## src/rtl/krv_bridge_pkg.sv

```systemverilog
// Shared types and helpers for the KyogenRV CPU-to-Avalon-MM bridge.
package krv_bridge_pkg;

  // Native KyogenRV memory port widths.
  localparam int KRV_ADDR_W = 32;
  localparam int KRV_DATA_W = 32;
  localparam int KRV_BE_W   = KRV_DATA_W / 8;

  // One CPU command as seen at a KyogenRV-width memory port.
  typedef struct packed {
    logic                  write;
    logic [KRV_ADDR_W-1:0] addr;
    logic [KRV_DATA_W-1:0] wdata;
    logic [KRV_BE_W-1:0]   be;
  } cmd_t;

  // Command slot states, kept as plain constants for older tool flows.
  typedef logic [0:0] state_e;
  localparam state_e IDLE  = 1'b0;
  localparam state_e ISSUE = 1'b1;

  // Bits needed to index/count 'value' distinct values, never below one bit.
  function automatic int clog2_min1(input int value);
    return (value <= 2) ? 1 : $clog2(value);
  endfunction

endpackage

```

## src/rtl/krv_sync_fifo.sv

```systemverilog
// Small synchronous FIFO with occupancy count; buffers Avalon read responses in order.
module krv_sync_fifo
  import krv_bridge_pkg::*;
#(
  parameter  int WIDTH = 32,
  parameter  int DEPTH = 4,
  localparam int CNT_W = clog2_min1(DEPTH + 1)
) (
  input  logic             clock,
  input  logic             reset,
  input  logic             push,
  input  logic [WIDTH-1:0] push_data,
  input  logic             pop,
  output logic [WIDTH-1:0] pop_data,
  output logic             full,
  output logic             empty,
  output logic [CNT_W-1:0] count
);

  localparam int              PTR_W      = clog2_min1(DEPTH);
  localparam logic [PTR_W-1:0] LAST_SLOT  = PTR_W'(DEPTH - 1);
  localparam logic [CNT_W-1:0] FULL_COUNT = CNT_W'(DEPTH);

  logic [WIDTH-1:0] mem [DEPTH];
  logic [PTR_W-1:0] wr_ptr;
  logic [PTR_W-1:0] rd_ptr;
  logic             do_push;
  logic             do_pop;

  assign empty    = (count == '0);
  assign full     = (count == FULL_COUNT);
  assign do_pop   = pop & !empty;
  // A push into a full FIFO is fine when the head leaves in the same cycle.
  assign do_push  = push & (!full | do_pop);
  assign pop_data = mem[rd_ptr];

  // Storage write.
  // NOTE: the array has no reset; count says which entries are valid, so it can map to plain RAM.
  always_ff @(posedge clock) begin
    if (do_push) mem[wr_ptr] <= push_data;
  end

  // Pointer and occupancy bookkeeping.
  // NOTE: sequential state uses non-blocking assignments so every flop samples pre-edge values.
  always_ff @(posedge clock or posedge reset) begin
    if (reset) begin
      wr_ptr <= '0;
      rd_ptr <= '0;
      count  <= '0;
    end else begin
      if (do_push) wr_ptr <= (wr_ptr == LAST_SLOT) ? '0 : wr_ptr + 1'b1;
      if (do_pop)  rd_ptr <= (rd_ptr == LAST_SLOT) ? '0 : rd_ptr + 1'b1;
      case ({do_push, do_pop})
        2'b10:   count <= count + 1'b1;
        2'b01:   count <= count - 1'b1;
        default: count <= count;
      endcase
    end
  end

endmodule

```

## src/rtl/krv_avalon_mm_bridge.sv

```systemverilog
// Bridge from one KyogenRV memory port to a pipelined Avalon-MM master: single command slot,
// credit-limited outstanding reads, in-order response buffer, CPU stall and post-reset halt.
module krv_avalon_mm_bridge
  import krv_bridge_pkg::*;
#(
  parameter  int ADDR_W      = 32,
  parameter  int DATA_W      = 32,
  parameter  int MAX_PENDING = 4,
  parameter  int HALT_CYCLES = 1,
  localparam int BE_W        = DATA_W / 8
) (
  input  logic              clock,
  input  logic              reset,
  input  logic              cpu_cmd_valid,
  output logic              cpu_cmd_ready,
  input  logic              cpu_cmd_write,
  input  logic [ADDR_W-1:0] cpu_addr,
  input  logic [DATA_W-1:0] cpu_wdata,
  input  logic [BE_W-1:0]   cpu_be,
  output logic              cpu_rd_valid,
  output logic [DATA_W-1:0] cpu_rd_data,
  input  logic              cpu_rd_ready,
  output logic              cpu_wr_done,
  output logic              cpu_halt,
  output logic              cpu_stall,
  output logic [ADDR_W-1:0] avm_address,
  output logic              avm_read,
  output logic              avm_write,
  output logic [DATA_W-1:0] avm_writedata,
  output logic [BE_W-1:0]   avm_byteenable,
  input  logic              avm_waitrequest,
  input  logic [DATA_W-1:0] avm_readdata,
  input  logic              avm_readdatavalid,
  output logic              resp_err
);

  localparam int               CRED_W    = clog2_min1(MAX_PENDING + 1);
  localparam int               HALT_W    = clog2_min1(HALT_CYCLES + 1);
  localparam logic [CRED_W-1:0] CRED_MAX  = CRED_W'(MAX_PENDING);
  localparam logic [HALT_W-1:0] HALT_LOAD = HALT_W'(HALT_CYCLES);

  // Command held on the Avalon side while the slave stalls.
  typedef struct packed {
    logic              write;
    logic [ADDR_W-1:0] addr;
    logic [DATA_W-1:0] wdata;
    logic [BE_W-1:0]   be;
  } slot_t;

  logic [HALT_W-1:0] halt_cnt;
  state_e            state;
  slot_t             slot;
  logic [CRED_W-1:0] credits;
  logic [CRED_W-1:0] fifo_count;
  logic [CRED_W-1:0] unanswered;
  logic [DATA_W-1:0] fifo_head;
  logic              fifo_full;
  logic              fifo_empty;
  logic              slot_free;
  logic              accept;
  logic              rd_pop;
  logic              rd_push;
  logic              stray_rsp;

  assign cpu_halt  = (halt_cnt != '0);
  // The slot can take a new command when empty or when its current one leaves this cycle.
  assign slot_free = (state == IDLE) | !avm_waitrequest;
  assign cpu_cmd_ready = !cpu_halt & slot_free & (cpu_cmd_write | (credits < CRED_MAX));
  assign accept    = cpu_cmd_valid & cpu_cmd_ready;
  assign cpu_stall = cpu_cmd_valid & !cpu_cmd_ready;

  assign avm_read       = (state == ISSUE) & !slot.write;
  assign avm_write      = (state == ISSUE) & slot.write;
  assign avm_address    = slot.addr;
  assign avm_writedata  = slot.wdata;
  assign avm_byteenable = slot.be;
  assign cpu_wr_done    = avm_write & !avm_waitrequest;

  assign rd_pop       = cpu_rd_ready & !fifo_empty;
  assign cpu_rd_valid = !fifo_empty;
  assign cpu_rd_data  = fifo_empty ? '0 : fifo_head;

  // Credited reads that are neither buffered nor still waiting in the slot are on the bus.
  assign unanswered = credits - fifo_count - CRED_W'(avm_read);
  assign stray_rsp  = avm_readdatavalid & (unanswered == '0);
  // The full term cannot trigger while credits are honoured; it only protects the buffer.
  assign rd_push    = avm_readdatavalid & !stray_rsp & (!fifo_full | rd_pop);

  // Post-reset halt window: count down from HALT_CYCLES once reset releases.
  always_ff @(posedge clock or posedge reset) begin
    if (reset)         halt_cnt <= HALT_LOAD;
    else if (cpu_halt) halt_cnt <= halt_cnt - 1'b1;
  end

  // Command slot: capture on accept, hold until the slave drops waitrequest.
  always_ff @(posedge clock or posedge reset) begin
    if (reset) begin
      state <= IDLE;
      slot  <= '0;
    end else if (accept) begin
      state <= ISSUE;
      slot  <= '{write: cpu_cmd_write,
                 addr:  cpu_addr,
                 wdata: cpu_wdata,
                 be:    cpu_cmd_write ? cpu_be : '1};
    end else if ((state == ISSUE) && !avm_waitrequest) begin
      state <= IDLE;
    end
  end

  // Read credits: taken when a read enters the slot, returned when the CPU pops its data.
  always_ff @(posedge clock or posedge reset) begin
    if (reset) begin
      credits <= '0;
    end else begin
      case ({accept & !cpu_cmd_write, rd_pop})
        2'b10:   credits <= credits + 1'b1;
        2'b01:   credits <= credits - 1'b1;
        default: credits <= credits;
      endcase
    end
  end

  // Sticky flag for a response nobody asked for.
  always_ff @(posedge clock or posedge reset) begin
    if (reset)          resp_err <= 1'b0;
    else if (stray_rsp) resp_err <= 1'b1;
  end

  krv_sync_fifo #(
    .WIDTH (DATA_W),
    .DEPTH (MAX_PENDING)
  ) u_rsp_fifo (
    .clock     (clock),
    .reset     (reset),
    .push      (rd_push),
    .push_data (avm_readdata),
    .pop       (rd_pop),
    .pop_data  (fifo_head),
    .full      (fifo_full),
    .empty     (fifo_empty),
    .count     (fifo_count)
  );

endmodule
```

## config.mk

```make
export PLATFORM = sky130hd
export DESIGN_NAME = krv_avalon_mm_bridge
export DESIGN_NICKNAME = d
export VERILOG_FILES = /design/src/rtl/krv_bridge_pkg.sv /design/src/rtl/krv_sync_fifo.sv /design/src/rtl/krv_avalon_mm_bridge.sv
export SDC_FILE = /design/constraint.sdc
export NUM_CORES = 1
export LEC_CHECK = 0
export BUFFER_PORTS_ARGS = -buffer_cell sky130_fd_sc_hd__buf_4
export CAP_MARGIN = 20
export CORE_UTILIZATION = 53
export CTS_CLUSTER_DIAMETER = 50
export DETAILED_ROUTE_END_ITERATION = 12
export PLACE_DENSITY = 0.88
export REMOVE_ABC_BUFFERS = 1
export SYNTH_ARGS = -nofsm -noshare
export SYNTH_HDL_FRONTEND = slang
export SYNTH_SLANG_ARGS = --single-unit
```

## constraint.sdc

```tcl
create_clock -name clock -period 6.3 [get_ports clock]
set_clock_uncertainty 0.15 [all_clocks]
set_input_delay 0.315 -clock clock [delete_from_list [all_inputs] [get_ports clock]]
set_output_delay 0.315 -clock clock [all_outputs]
set_load 0.1 [all_outputs]
```

After elaboration in Yosys (flattened, before gate mapping)
Memory sizes are Yosys's and may differ from the RTL's.
Index checks and enable logic that the tools add are counted.
- add/subtract/negate cells: 9
- multipliers: 0
- divide/modulo/power cells: 0
- $lt $le $gt $ge: 1
- eq/ne operators: 7
- shift-type cells: 0
- muxes and demuxes: 11
- bitwise operators: 19
- reduce and logical (&&, ||, !) cells: 14
- operators by type and width (kind ; number):
    32-bit 2-to-1 mux ; 1
    1-bit bitwise AND ; 14
    3-bit one-hot mux with 2 select lines ; 2
    2-bit == test (second input constant) ; 4
    1-bit logical NOT ; 8
    3-bit by 1-bit adder with 3-bit output (second input constant) ; 2
    3-bit logical NOT ; 2
    2-bit nonzero test ; 3
    3-bit by 1-bit subtractor with 3-bit output (second input constant) ; 2
    1-bit 2-to-1 mux ; 5
    2-bit by 1-bit adder with 2-bit output (second input constant) ; 2
    2-bit by 1-bit == test with 1-bit output (second input constant) ; 2
    2-bit 2-to-1 mux ; 2
    4-bit 2-to-1 mux ; 1
    1-bit bitwise OR ; 4
    3-bit == test (second input constant) ; 1
    3-bit < comparator (second input constant) ; 1
    3-bit by 1-bit subtractor with 3-bit output ; 1
    3-bit subtractor ; 1
    1-bit logical AND ; 1
    1-bit NOT ; 1
    1-bit subtractor (second input constant) ; 1
- register bits: 82
- bits in latches: 0
- RAM bits: 128
- bits in read-only memories: 0
- output and inout port bits: 108
- word-level logic and storage cells: 73
- memories: 1
- memories (name ; depth ; bits a word ; rd ports ; clocked after memory_dff ; wr ports ; line ; RTL):
    u_rsp_fifo.mem ; 4 ; 32 ; 1 ; 0 ; 1 ; krv_sync_fifo.sv:24 ; logic [WIDTH-1:0] mem [DEPTH];

Longest topological paths before layout
- word-level depth: 11
- mapped depth: 14
- depth with buffers taken out: 14

Modules after synthesis
A second synthesis with hierarchy kept.
- cells, all modules: 522
- area, all modules: 9215.1 µm²
- modules (own cells, without submodules) (module ; times used ; cells each ; area each (µm²)):
    krv_sync_fifo ; 1 ; 227 ; 5159.9
    krv_avalon_mm_bridge ; 1 ; 295 ; 4055.1

Worst setup path before layout
OpenSTA, ideal clock, no wires.
- kind: reg-to-reg
- from: register slot[68] in the netlist's numbering
- to: memory u_rsp_fifo.mem[0][0], enable pin
- library setup time: 421 ps
- arrival time: 3893 ps
- required time: 5729 ps
- path slack: 1836 ps
- cell stages (with the launch flop): 10
- path buffers: 0
- cells stage by stage: dfrtp_1 > nand2b_1 > fa_1 > inv_1 > ha_1 > or2_2 > fa_1 > xnor3_1 > o311ai_4 > nor2_1
- word-level cells in the longest chain between the ends: 11
- RTL lines (what ; line ; RTL):
    start: declaration ; krv_avalon_mm_bridge.sv:52 ; slot_t slot;
    start signal: assignment ; krv_avalon_mm_bridge.sv:102 ; slot <= '{write: cpu_cmd_write,
    1-bit logical NOT ; krv_avalon_mm_bridge.sv:72 ; assign avm_read = (state == ISSUE) & !slot.write;
    1-bit bitwise AND ; krv_avalon_mm_bridge.sv:72 ;
    3-bit by 1-bit subtractor with 3-bit output ; krv_avalon_mm_bridge.sv:84 ; assign unanswered = credits - fifo_count - CRED_W'(avm_read);
    3-bit logical NOT ; krv_avalon_mm_bridge.sv:85 ; assign stray_rsp = avm_readdatavalid & (unanswered == '0);
    1-bit bitwise AND ; krv_avalon_mm_bridge.sv:85 ;
    1-bit logical NOT ; krv_avalon_mm_bridge.sv:87 ; assign rd_push = avm_readdatavalid & !stray_rsp & (!fifo_full | rd_pop);
    1-bit bitwise AND (2 in a row) ; krv_avalon_mm_bridge.sv:87 ;
    1-bit bitwise AND ; krv_sync_fifo.sv:34 ; assign do_push = push & (!full | do_pop);
    1-bit 2-to-1 mux ; krv_sync_fifo.sv:40 ; if (do_push) mem[wr_ptr] <= push_data;
    1-bit 2-to-1 mux (not written as such) ; krv_sync_fifo.sv:40 ;
    end: declaration ; krv_sync_fifo.sv:24 ;
No other way between the ends.

Final worst setup path
- from: register slot[68] in the netlist's numbering
- to: register u_rsp_fifo.count[2]
- word-level cells in the longest chain between the ends: 11
- RTL lines (what ; line ; RTL):
    1-bit logical NOT * ; krv_avalon_mm_bridge.sv:72 ;
    1-bit bitwise AND * ; krv_avalon_mm_bridge.sv:72 ;
    3-bit by 1-bit subtractor with 3-bit output * ; krv_avalon_mm_bridge.sv:84 ;
    3-bit logical NOT * ; krv_avalon_mm_bridge.sv:85 ;
    1-bit bitwise AND * ; krv_avalon_mm_bridge.sv:85 ;
    1-bit logical NOT * ; krv_avalon_mm_bridge.sv:87 ;
    1-bit bitwise AND * (2 in a row) ; krv_avalon_mm_bridge.sv:87 ;
    1-bit bitwise AND * ; krv_sync_fifo.sv:34 ;
    2-bit by 1-bit == test with 1-bit output / 2-bit == test (equally long branches) ; krv_sync_fifo.sv:53 ; case ({do_push, do_pop})
    3-bit one-hot mux with 2 select lines / 2-bit nonzero test (equally long branches) ; -- ;
    end signal: assignment ; krv_sync_fifo.sv:54 ; 2'b10: count <= count + 1'b1;
    end signal: assignment ; krv_sync_fifo.sv:55 ; 2'b01: count <= count - 1'b1;
    end signal: assignment ; krv_sync_fifo.sv:56 ; default: count <= count;
    end: declaration ; krv_sync_fifo.sv:17 ; output logic [CNT_W-1:0] count
Mark *: on every way between the ends. The rest lies on a longest branch, timed or not.
A chain may end at the register's enable or synchronous reset.

==> impl_metrics.env <==
export IMPL_dieArea_mm2=0.01709
export IMPL_synth_top_family_by_area="multiplexers"
export IMPL_crit_family="adder cells"
export IMPL_rows=46
export IMPL_ys_types=31
export IMPL_viasPerCell=5.107
export IMPL_port_buffers=214
export IMPL_grt_first_pass_wirelength_um=29570
export IMPL_slew_headroom_pct=33.00
export IMPL_critPathMaxStageDelay_ns=0.61
export IMPL_yosysWarnings=0
export IMPL_drv_slew=0
export IMPL_num_io_pins=215
export IMPL_crit_buf_inv=2
export IMPL_crit_slowest_cell="o311ai_4"
export IMPL_rsz0062_at_grt="no"
export IMPL_cts_setup_buffers=0
export IMPL_synthCells=501
export IMPL_vias=5081
export IMPL_wirelength_um=19600
export IMPL_postCtsResizedCells=0
export IMPL_crit_chain="nand2b_1, fa_1, inv_1, ha_1, or2_2, fa_1, xnor3_1, o311ai_4, ha_1, inv_1, fa_1, xor2_1, nor2_1, xor2_1"
export IMPL_cts_tree="done"
export IMPL_grt_usage_pct=23.28
export IMPL_wl_per_cell_um=19.70
export IMPL_whs_endpoint="avm_byteenable[1]$_DFFE_PP0P_"
export IMPL_worst_pin_slew_ns=1.003
export IMPL_final_antenna_net_count=0
export IMPL_synth_xor_area_share_pct=0.9544
export IMPL_ys_seq_area_share_pct=67.14
export IMPL_layout_drive_gt1_share_pct=47.29
export IMPL_first_iter_violations=189
export IMPL_pre_cts_ws_ns=1.832
export IMPL_clk_latency_ns=0.49
export IMPL_die_x_um=130.7
export IMPL_grt_ovfl_total=0
export IMPL_drc=0
export IMPL_holdPathStages=3
export IMPL_multi_input_area_mm2=0.002267
export IMPL_synth_compound_area_share_pct=0.3846
export IMPL_synth_area_mux_share_pct=17.88
export IMPL_required_ns=6.56
export IMPL_fillers=883
export IMPL_ctsHoldBuffers=100
export IMPL_hold_start="cpu_be[1]"
export IMPL_die_y_um=130.7
export IMPL_start_util_pct=54.70
export IMPL_r2r_cells=14
export IMPL_fin_nets=879
export IMPL_cp_end_kind="flop"
export IMPL_netlist_area_mm2=0.008783
export IMPL_setup_viol=0
export IMPL_min_period_ns=4.467
export IMPL_arrival_ns=4.73
export IMPL_path_clk_slew_ns=0.06
export IMPL_timing_final_crit_share_pct=70.91
export IMPL_globalplace_congestion=0.7365
export IMPL_fmax_mhz=223.8
export IMPL_dp_final_hpwl_um=11920
export IMPL_reg2reg_to="u_rsp_fifo.count[2]$_DFFE_PP0P_"
export IMPL_synth_fa_ha_area_share_pct=2.194
export IMPL_start_kind="flop"
export IMPL_fin_ws_ns=1.833
export IMPL_crit_top_cell="fa_1"
export IMPL_setup_tns_ns=0
export IMPL_drtPass1Iterations=4
export IMPL_status="finished clean"
export IMPL_ys_ff_latch=210
export IMPL_finalHoldViolations=0
export IMPL_cts_max_level=1
export IMPL_cts_buffers_inserted=22
export IMPL_cts_max_path_buffers=3
export IMPL_syn_to_final_growth_pct=34.89
export IMPL_synthSimpleGateAreaFrac_pct=4.017
export IMPL_rr_startpoint="slot[68]$_DFFE_PP0P_"
export IMPL_synth_avg_cell_area_um2=17.53
export IMPL_max_cap_viol_count=0
export IMPL_register_area_mm2=0.005898
export IMPL_grt_max_degree=83
export IMPL_clock_sinks=210
export IMPL_min_path_type="input pin to flop"
export IMPL_path_class="flop to flop"
export IMPL_crit_cells=14
export IMPL_core_area_mm2=0.01606
export IMPL_grt_pass1_vias=5680
export IMPL_crit_fanout=7
export IMPL_grt_antenna_before_repair=3
export IMPL_clock_root_buffer="clkbuf_16"
export IMPL_r2r_slack_ns=1.83
[placed cells by master (no fill, tap or decap), drive strengths merged, types with 4 or more instances in the layout]
cell	count
buf	219
edfxtp	128
dlygate4sd3	101
dfrtp	81
mux2	73
and2	34
mux4	32
clkbuf	26
inv	15
ha	9
clkinv	9
nor2	8
diode	5
xor2	5
nand2b	5
fa	4
clkinvlp	4
[logic make-up after synthesis]
group,count (synthesis)
flops,210
simple gates,59
fa+ha+maj,13
mux,107
xor+xnor,8
compound gates,2
other cells,1
buf+inv,101
[worst max path at each step]
| stage | startpoint | to | slack, ns |
|---|---|---|---|
| 6_report | slot[68]$_DFFE_PP0P_ | u_rsp_fifo.count[2]$_DFFE_PP0P_ | 1.83 |
| 5_1_grt | slot[68]$_DFFE_PP0P_ | u_rsp_fifo.count[2]$_DFFE_PP0P_ | 1.64 |
| 4_1_cts | slot[68]$_DFFE_PP0P_ | u_rsp_fifo.count[2]$_DFFE_PP0P_ | 1.82 |
| 3_5_place_dp | slot[68]$_DFFE_PP0P_ | u_rsp_fifo.count[2]$_DFFE_PP0P_ | 1.83 |
| 3_3_place_gp | slot[68]$_DFFE_PP0P_ | u_rsp_fifo.count[2]$_DFFE_PP0P_ | 1.98 |
| 2_1_floorplan | cpu_halt$_DFF_PP1_ | credits[2]$_DFFE_PP0P_ | 1.60 |
[worst register-to-register path, cell delays in order (launching register included)]
cell and delay, ns:
dfrtp_1 0.39, nand2b_1 0.18, fa_1 0.56, inv_1 0.05
ha_1 0.16, or2_2 0.30, fa_1 0.38, xnor3_1 0.43
o311ai_4 0.61, ha_1 0.31, inv_1 0.06, fa_1 0.37
xor2_1 0.15, nor2_1 0.12, xor2_1 0.15
[registers in the layout, indices dropped and copies added, names as in the netlist]
signal and count:
resp_err 1, credits 3, u_rsp_fifo.count 3, u_rsp_fifo.mem 128, u_rsp_fifo.rd_ptr 2, cpu_halt 1, state 1, slot 1
u_rsp_fifo.wr_ptr 2, avm_address 32, avm_byteenable 4, avm_writedata 32
[routing by layer]
layer	part of all wire [%]	wire length, µm	vias to the layer above	track usage [%]
met1	38	7367	2531	27.19
met3	7.9	1555	36	6.107
met2	52	10230	235	41.64
met5	0	0	-	0
met4	2.3	451	0	7.978
li1	-	-	2279	-
[cell type report]
class,count,area share (%)
multi-input combinational,190,19.14
antenna,5,0.1056
clock inverter,13,0.5703
tap,216,2.281
inverter,15,0.4858
sequential,210,49.78
timing repair buffer,320,22.68
clock buffer,26,4.953
[per-stage QoR]
step	hold slack, ns	utilization (%)	std cells	cell area, µm²
6_report	0.01805	73.78	995	11850
5_1_grt	0.01634	73.75	993	11840
4_1_cts	0.006628	73.34	987	11780
3_5_place_dp	0.2990	63.04	848	10120
3_3_place_gp	0.3005	63.04	848	10120
2_1_floorplan	0.2639	-	415	8190
[cells in the mapped netlist (all sizes together)]
master    n  share of area (%)
nor2b     2               0.14
or2b      1              0.086
nand2b    5               0.36
nand4b    1               0.10
buf      80                6.5
dfstp     1               0.30
or2       2               0.14
mux4     32                8.2
or3       1              0.071
nand2     2              0.086
nor2      8               0.34
edfxtp  128                 44
nor3      1              0.057
o311ai    1               0.30
mux2     73                9.4
xnor3     1               0.26
and2     34                2.4
ha        9                1.3
clkbuf    6               0.26
fa        4               0.91
conb      1              0.043
xor2      5               0.50
a21o      1              0.086
and3b     1               0.10
or4b      1               0.11
xnor2     2               0.20
inv      15               0.64
dfrtp    81                 23
mux2i     2               0.23
Power is not shown: default switching activity piles up to over one toggle a cycle in this logic, so the estimate is an artifact.
